**config.mk**
```make
export PLATFORM = sky130hd
export DESIGN_NAME = mux_n_reg
export DESIGN_NICKNAME = d
export VERILOG_FILES = /design/src/rtl/mux_pkg.sv /design/src/rtl/rr_pick.sv /design/src/rtl/mux_n_reg.sv
export SDC_FILE = /design/constraint.sdc
export NUM_CORES = 1
export LEC_CHECK = 0
export ABC_AREA = 1
export BUFFER_PORTS_ARGS = -buffer_cell sky130_fd_sc_hd__clkbuf_2
export CORE_ASPECT_RATIO = 0.8
export CORE_MARGIN = 2
export CORE_UTILIZATION = 45
export DETAILED_ROUTE_END_ITERATION = 8
export GPL_TIMING_DRIVEN = 0
export PLACE_DENSITY = 0.77
export SYNTH_ARGS = -nofsm -noshare
export SYNTH_HDL_FRONTEND = slang
export SYNTH_HIERARCHICAL = 1
export SYNTH_SLANG_ARGS = --single-unit
```
**constraint.sdc**
```tcl
create_clock -name clk -period 4.1 [get_ports clk]
set_clock_uncertainty 0.2 [all_clocks]
set_input_delay 1.025 -clock clk [delete_from_list [all_inputs] [get_ports clk]]
set_output_delay 1.025 -clock clk [all_outputs]
set_load 0.05 [all_outputs]
```
**src/rtl/mux_pkg.sv**
```systemverilog
// Shared mode encodings and sizing helper for the registered channel selector
// and the round-robin pick logic it uses.
package mux_pkg;

    localparam logic [1:0] MODE_DIRECT = 2'b00;
    localparam logic [1:0] MODE_SCAN   = 2'b01;
    localparam logic [1:0] MODE_HOLD   = 2'b10;
    localparam logic [1:0] MODE_RSVD   = 2'b11;

    // Never returns 0, so a degenerate channel count still yields a usable index
    function automatic int selWidth(input int n);
        return (n <= 2) ? 1 : $clog2(n);
    endfunction

endpackage

```
**src/rtl/rr_pick.sv**
```systemverilog
// Rotating-priority picker: returns the first asserted request at or above ptr,
// wrapping at N (not at a power of two).
module rr_pick #(
    parameter int N     = 8,
    parameter int SEL_W = 3
) (
    input  logic [N-1:0]     req,
    input  logic [SEL_W-1:0] ptr,
    output logic             found,
    output logic [SEL_W-1:0] idx
);

    int               w_pos;
    logic [SEL_W-1:0] w_cand;

    // ptr is always kept below N by the owner, so one subtraction is enough to wrap
    always_comb begin
        found  = 1'b0;
        idx    = '0;
        w_pos  = 0;
        w_cand = '0;
        for (int i = 0; i < N; i++) begin
            w_pos = int'(ptr) + i;
            if (w_pos >= N) begin
                w_pos = w_pos - N;
            end
            w_cand = SEL_W'(w_pos);
            if (!found && req[w_cand]) begin
                found = 1'b1;
                idx   = w_cand;
            end
        end
    end

endmodule

```
**src/rtl/mux_n_reg.sv**
```systemverilog
// Registered N-channel selector with direct/scan/hold modes, per-channel ack and
// a one-deep valid/ready output register.
module mux_n_reg
    import mux_pkg::*;
#(
    parameter  int WIDTH = 6,
    parameter  int N     = 8,
    localparam int SEL_W = selWidth(N)
) (
    input  logic               clk,
    input  logic               rst_n,
    input  logic [N*WIDTH-1:0] in_bus,
    input  logic [N-1:0]       in_valid,
    output logic [N-1:0]       in_ack,
    input  logic [1:0]         mode,
    input  logic [SEL_W-1:0]   sel,
    input  logic               out_ready,
    output logic [WIDTH-1:0]   out_data,
    output logic [SEL_W-1:0]   out_sel,
    output logic               out_valid,
    output logic               sel_err
);

    logic [SEL_W-1:0] r_ptr;
    logic [WIDTH-1:0] r_outData;
    logic [SEL_W-1:0] r_outSel;
    logic             r_outValid;
    logic             r_selErr;

    logic             w_loadEn;
    logic             w_selLegal;
    logic             w_found;
    logic [SEL_W-1:0] w_pickIdx;
    logic             w_capture;
    logic             w_scanCap;
    logic [SEL_W-1:0] w_capIdx;
    logic             w_err;
    logic [WIDTH-1:0] w_capData;
    logic [SEL_W-1:0] w_ptrNext;

    assign w_loadEn   = !r_outValid || out_ready;
    assign w_selLegal = int'(sel) < N;

    rr_pick #(.N(N), .SEL_W(SEL_W)) u_pick (
        .req   (in_valid),
        .ptr   (r_ptr),
        .found (w_found),
        .idx   (w_pickIdx)
    );

    always_comb begin
        w_capture = 1'b0;
        w_scanCap = 1'b0;
        w_capIdx  = '0;
        w_err     = 1'b0;
        case (mode)
            MODE_DIRECT: begin
                if (!w_selLegal) begin
                    w_err = 1'b1;
                end else if (in_valid[sel] && w_loadEn) begin
                    w_capture = 1'b1;
                    w_capIdx  = sel;
                end
            end
            MODE_SCAN: begin
                if (w_found && w_loadEn) begin
                    w_capture = 1'b1;
                    w_scanCap = 1'b1;
                    w_capIdx  = w_pickIdx;
                end
            end
            MODE_RSVD: w_err = 1'b1;
            default: ;
        endcase
    end

    assign w_capData = in_bus[w_capIdx*WIDTH +: WIDTH];
    assign w_ptrNext = (w_capIdx == SEL_W'(N - 1)) ? '0 : w_capIdx + 1'b1;

    // Ack is suppressed during reset so no source believes its word was taken
    always_comb begin
        in_ack = '0;
        if (w_capture && rst_n) begin
            in_ack[w_capIdx] = 1'b1;
        end
    end

    always_ff @(posedge clk or negedge rst_n) begin
        if (!rst_n) begin
            r_outData  <= '0;
            r_outSel   <= '0;
            r_outValid <= 1'b0;
            r_selErr   <= 1'b0;
            r_ptr      <= '0;
        end else begin
            r_selErr <= w_err;
            if (w_capture) begin
                r_outData  <= w_capData;
                r_outSel   <= w_capIdx;
                r_outValid <= 1'b1;
            end else if (r_outValid && out_ready) begin
                r_outValid <= 1'b0;
            end
            if (w_scanCap) begin
                r_ptr <= w_ptrNext;
            end
        end
    end

    assign out_data  = r_outData;
    assign out_sel   = r_outSel;
    assign out_valid = r_outValid;
    assign sel_err   = r_selErr;

endmodule

```
# Word level (Yosys, flattened, before mapping)
# Cells that the tools add are included.
# W data, S select, Z words.
[word_totals]
reg_bits = 14
inputBits = 64
out_inout_bits = 19
word_cells = 124
[op_classes]
n_addsub = 16
multipliers = 1
magnitude_cmp = 19
eq_ne = 3
shift = 1
mux = 56
reduce_logical = 23
[op_table]
columns = ["cell", "n"]
rows = [
  ["$mux W3", 19],
  ["$shiftx A48 B7 Y6", 1],
  ["$lt A3 B4 Y1 const B", 10],
  ["$ge A4 B4 Y1 const B", 7],
  ["$bmux W1 S3", 9],
  ["$mux W1", 24],
  ["$sub A3 B1 Y3 const B", 8],
  ["$add A3 B3 Y4 const B", 4],
  ["$logic_and A1 B1 Y1", 12],
  ["$add A3 B2 Y4 const B", 2],
  ["$logic_not A1 Y1", 8],
  ["$mux W8", 1],
  ["$pmux W3 S2", 1],
  ["$mul A3 B2 Y5 const B", 1],
  ["$add A3 B1 Y4 const B", 1],
  ["$ge A3 B4 Y1 const B", 1],
  ["$add A3 B1 Y3 const B", 1],
  ["$demux W1 S3", 1],
  ["$eq A3 B3 Y1 const B", 1],
  ["$ge A3 B1 Y1 const B", 1],
  ["$eq A2 B1 Y1 const B", 1],
  ["$eq A2 B2 Y1 const B", 1],
  ["$logic_not A2 Y1", 1],
  ["$pmux W1 S2", 1],
  ["2 further kinds", 2],
]

# Longest topological paths before layout
[depth]
word_depth = 34
ltp_mapped = 24
depth_no_buf = 22

# Hierarchy
# Netlist, hierarchy kept.
[by_module_without_submodules]
columns = ["module", "n_inst", "cells_each", "area_each_um2", "seq_area_each_um2"]
rows = [
  ["mux_n_reg", 1, 230, 1402.6, 350.3],
  ["rr_pick", 1, 136, 747.0, 0.0],
]

# Worst setup path after synthesis
# Ideal clock, no wire load.
[synth_path]
path_kind = "register -> output"
start = "reg r_ptr[0]"
end = "out in_ack[2]"
arrival_time_ns = 3.322
t_required_ns = 2.875
setup_slack_ns = -0.447
path_stages_with_launch = 21
n_path_buf = 1
path_cell_list = "dfrtp_1 > inv_2 > buf_6 > ha_1 > inv_1 > nand3_1 > nand2_1 > nor2_1 > a31oi_2 > inv_2 > nor2_4 > nand3b_1 > inv_1 > nor2_1 > nand2_1 > inv_2 > nand2_1 > nand2_2 > inv_2 > nand3_1 > nor2_1"
[synth_via]
elab_chain_cells = 34
word_cells_on_any_way = 89
classes_between = "15 x add/sub; 10 x order compare; 47 x mux; 17 x reduce/logical"
[synth_rtl]
columns = ["item", "line_no", "source"]
rows = [
  ["from (decl)", "mux_n_reg.sv:24", "logic [SEL_W-1:0] r_ptr;"],
  ["from (signal assigned)", "mux_n_reg.sv:105", "r_ptr <= w_ptrNext;"],
  ["parallel branches: the longest is 25 deep, another holds $add A3 B1 Y4", "--", ""],
  ["$mux W1 *", "rr_pick.sv:28", "if (!found && req[w_cand]) begin"],
  ["named net w_found", "mux_n_reg.sv:32", "logic w_found;"],
  ["$logic_and A1 B1 Y1 *", "mux_n_reg.sv:66", "if (w_found && w_loadEn) begin"],
  ["$mux W3", "mux_n_reg.sv:66", ""],
  ["$pmux W3 S2", "mux_n_reg.sv:56", "case (mode)"],
  ["$lt A3 B4 Y1 (implied by the code) / $ge A3 B1 Y1 (equally long branches)", "mux_n_reg.sv:84", "in_ack[w_capIdx] = 1'b1;"],
  ["$logic_and A1 B1 Y1 (implied by the code)", "mux_n_reg.sv:84", ""],
  ["$mux W1 (implied by the code)", "mux_n_reg.sv:84", ""],
  ["$demux W1 S3", "mux_n_reg.sv:84", ""],
  ["$mux W8 *", "mux_n_reg.sv:83", "if (w_capture && rst_n) begin"],
  ["to (decl)", "mux_n_reg.sv:14", "output logic [N-1:0] in_ack,"],
]
# Mark *: on every way through the listed nets, which the timed path passes. The select of a mux whose other input is x is not followed.

# Final worst setup path
[layout_path]
start = "in in_valid[0]"
end = "out in_ack[2]"
[layout_via]
elab_chain_cells = 32
word_cells_on_any_way = 63
classes_between = "2 x order compare; 43 x mux; 18 x reduce/logical"
[layout_rtl]
columns = ["item", "line_no", "source"]
rows = [
  ["from (decl)", "mux_n_reg.sv:13", "input logic [N-1:0] in_valid,"],
  ["$bmux W1 S3", "rr_pick.sv:28", ""],
  ["$mux W1 (implied by the code)", "rr_pick.sv:28", ""],
  ["$mux W1", "rr_pick.sv:28", ""],
  ["$logic_not A1 Y1", "rr_pick.sv:28", ""],
  ["$logic_and A1 B1 Y1", "rr_pick.sv:28", ""],
  ["$mux W1", "rr_pick.sv:28", ""],
  ["$logic_not A1 Y1", "rr_pick.sv:28", ""],
  ["$logic_and A1 B1 Y1", "rr_pick.sv:28", ""],
  ["(+16 left out)", "--", ""],
  ["named net w_found", "mux_n_reg.sv:32", ""],
  ["$logic_and A1 B1 Y1 *", "mux_n_reg.sv:66", ""],
  ["$mux W3", "mux_n_reg.sv:66", ""],
  ["$pmux W3 S2", "mux_n_reg.sv:56", ""],
  ["$lt A3 B4 Y1 (implied by the code) / $ge A3 B1 Y1 (equally long branches)", "mux_n_reg.sv:84", ""],
  ["$logic_and A1 B1 Y1 (implied by the code)", "mux_n_reg.sv:84", ""],
  ["$mux W1 (implied by the code)", "mux_n_reg.sv:84", ""],
  ["$demux W1 S3", "mux_n_reg.sv:84", ""],
  ["$mux W8 *", "mux_n_reg.sv:83", ""],
]
# Mark *: on every way through the listed nets, which the timed path passes. The rest lies on a longest branch. The select of a mux whose other input is x is not followed.

==> results summary <==
Of all cell types, the one taking the most synthesized area is sky130_fd_sc_hd__nand3_1. The total number of H-tree levels is 1. In this run, the number of DRC markers left after iteration 0 of detailed routing was 567. At the worst endpoint, the required time is ~2900 ps. The peak supply drop is approximately 0.70 mV. Setup violations remaining at the end of the flow were counted as 8. The netlist area before placement is 0.00215 sq mm. The starting utilization of the core area is 0.468. Data on the critical path arrives at its endpoint at around 3200 ps. At the pin with the least slew margin, the transition time is 618 ps. The post-route non-filler standard cell count is between 500 and 600. The core region is 0.00460 sq mm. Setup repair after global routing could not meet its margin everywhere. Counting the buffers created by CTS gives 3. For this block, the via count after detailed routing is 3432. The relative slew slack is 0.586. The highest fanout seen on the critical path came out at 4. Clock tree synthesis selected as its root buffer the cell sky130_fd_sc_hd__clkbuf_8. Across all register-to-register paths, the minimum setup slack is 410 ps.

Dividing total power by cell area gives a power density of 958 mW/mm^2. In this run the remaining antenna-violating nets after routing total 0. The pin count of the biggest net entering global routing is 17. The highest routed metal layer is met4. The HPWL after detailed placement is between 5000 and 6000 um. The number of different library cells in the post-synthesis netlist is 31.

After clock tree synthesis, the clock-pin slew on the worst setup and hold paths is 70 ps. The number of antenna violations at the first check in global routing came out at 0. The die height is around 66 um. The final standard cell utilization of the core came out at 0.855. Summed over all layers, the global routing overflow is 0. The routed length on met2 is just under 5000 um. The worst-case hold slack is roughly 300 ps.

The total of hold buffers inserted after clock tree synthesis is 0. The share of Yosys cell area claimed by the top area cell type came out at 0.172. The achievable clock frequency came out at about 0.23 GHz. The final reports fail on setup timing.

The number of register bits inferred by synthesis is 14. The minimum setup slack in the final design is -292 ps. The mean number of vias per cell is 6.23. The number of top-level pins came out at between 80 and 90. The maximum clock insertion buffer count is 2. By instance count, the leading cell after synthesis is sky130_fd_sc_hd__nand2_1. The detailed-route wire length came out at 11500 um.

The share of the Yosys chip area taken by registers is 0.163. Averaged over all synthesized cells, the footprint is 5.87 sq um. The instance count after placement with tap cells included came out at 508. The Yosys step of the flow raised 6 warnings. The number of global-route vias before repair came out at roughly 2800. The number of synthesized flops with an enable pin is 0. In the final layout, flip-flops and latches occupy approximately 350 sq um. The net count of the mapped netlist is ~430. The worst min-delay path class is flip-flop to flip-flop. The count of maximum capacitance violations is 0. The number of optimization iterations in the first detailed-route pass is 5. The area taken by multi-input logic gates is 0.00221 sq mm. The setup path with the least slack is of type primary input to primary output.

The total cell area at the placement stage is 0.00272 sq mm. The CTS tree is yes. The final net count came out at between 500 and 600. The cell area after layout is roughly 0.004 sq mm. The met1 routed wirelength after detailed routing is 4320 um. The total chip power came out at 3.76 mW. The run finished, with violations left. STA classifies the critical path endpoint as a primary output.

The antenna diode count is 0. Counting flops with an async set or reset pin after synthesis yields a share of 1.00. The post-route clock period utilization is 1.07. Sorting the synthesized cells by how often they occur yields sky130_fd_sc_hd__nand2_1 (96), sky130_fd_sc_hd__nand3_1 (74), sky130_fd_sc_hd__nor2_1 (49).

The clock latency of the later-clocked register in the worst-skew pair came out at between 200 and 300 ps. The DRC violation count after routing is 0. The placer's final routability congestion estimate came out at 0.923. The quantity of I/O buffers inserted on ports is 82. In this run the static leakage power is 1.99 nW.

The final hold violation count came to 0. STA classifies the critical path startpoint as a primary input. The fill cell instance count of the final layout is 223. After technology mapping, the gate count stands at around 370.

The share of cells above drive strength 1 came out at 0.527. Dividing the detail-routed wire length by the instance count gives 20.8 um. In the post-synthesis netlist, the biggest area contributors are sky130_fd_sc_hd__nand3_1 (17%), sky130_fd_sc_hd__nand2_1 (17%), sky130_fd_sc_hd__dfrtp_1 (16%).

The most instantiated flip-flop cell in the synthesis netlist is sky130_fd_sc_hd__dfrtp_1. The sum of negative setup slack is -2040 ps. The smallest clock period supported by the final layout is computed as around 4400 ps. The die covers 0.00535 sq mm. Measured along the x axis, the die boundary spans 81.3 um. The number of pins with negative max-slew slack in the final report is 0. The initialized floorplan defines 22 standard-cell rows. The setup slack after placement is -591 ps. The routed length on met3 came out at 1630 um.

The synthesis-to-finish area growth is 82.9%. CTS saw 14 sinks. Across every metal layer, demand over resource in global routing totals 0.324. The wire length of the first global-routing pass came out at 13500 um.
cells in the final DEF (no fill, tap or decap), drive strengths merged:
cell type	n
nand2	108
nand3	80
clkbuf	76
buf	62
nor2	56
inv	49
dfrtp	14
nand3b	13
a21oi	6
nand4	6
o21ai	3
nor3	3
xor2	3
ha	3
xnor2	2
a31oi	2
or2	1
clkinv	1
o21bai	1
o21a	1
o22ai	1
what timing repair did:
item,4_1_cts,5_1_grt
resized for setup,109,79
buffers inserted,27,12
setup endpoints to repair,8,8
pin swaps,39,46
worst paths after layout:
kind	from	end	cells past startpoint
hold reg to reg	out_sel[2]$_DFFE_PN0P_	out_sel[2]$_DFFE_PN0P_	2
max in group asynchronous	rst_n	r_ptr[0]$_DFFE_PN0N_	1
min in group asynchronous	rst_n	out_sel[1]$_DFFE_PN0P_	1
setup / recovery	in_valid[0]	in_ack[2]	19
hold / removal	out_sel[2]$_DFFE_PN0P_	out_sel[2]$_DFFE_PN0P_	2
setup reg to reg	r_ptr[0]$_DFFE_PN0N_	out_data[0]$_DFFE_PN0P_	24
registers in the layout, summed over array words and instances, names as in the netlist:
| name | cells |
|---|---|
| sel_err | 1 |
| out_valid | 1 |
| out_sel | 3 |
| r_ptr | 3 |
| out_data | 6 |
cells by family (layout without fill, tap and decap cells):
group                      count (synthesis)  in the layout  synth area share
adders and majority gates                  3              3            0.0175
AOI/OAI and AO/OA                         14             14            0.0425
buffers and inverters                     63            188             0.131
and+or+nand+nor                          267            267             0.622
DFF                                       14             14             0.163
xor gates and xnor gates                   5              5            0.0239
metal layers:
metal,up-vias,global-route usage
met5,-,0
li1,1426,-
met2,383,0.499
met3,93,0.0519
met1,1530,0.465
met4,0,0.0869
critical path, stage by stage:
cell	delay, ps
sky130_fd_sc_hd__clkbuf_8	140
sky130_fd_sc_hd__nand2_4	80
sky130_fd_sc_hd__nand3_4	100
sky130_fd_sc_hd__nand2_1	130
sky130_fd_sc_hd__nand2_1	100
sky130_fd_sc_hd__nand2_2	130
sky130_fd_sc_hd__nand4_4	130
sky130_fd_sc_hd__nor2_4	170
sky130_fd_sc_hd__nand3b_1	110
sky130_fd_sc_hd__inv_2	100
sky130_fd_sc_hd__nor2_4	50
sky130_fd_sc_hd__nand2_4	120
sky130_fd_sc_hd__inv_4	60
sky130_fd_sc_hd__nand2_4	70
sky130_fd_sc_hd__nand2_4	70
sky130_fd_sc_hd__inv_4	80
sky130_fd_sc_hd__nand3_4	150
sky130_fd_sc_hd__nor2_4	180
sky130_fd_sc_hd__buf_8	150
final cells by class:
cell class | count | area share
Inverter | 50 | 0.0573
Buffer | 13 | 0.0341
Tap cell | 60 | 0.0191
Sequential cell | 14 | 0.0894
Multi-Input combinational cell | 289 | 0.563
Timing Repair Buffer | 121 | 0.223
Clock buffer | 4 | 0.0140
power by group:
part,internal (mW),switching (mW)
Combinational,1.23,2.15
Clock,0.0854,0.0591
Sequential,0.200,0.0382
(Power assumes the default switching activity.)
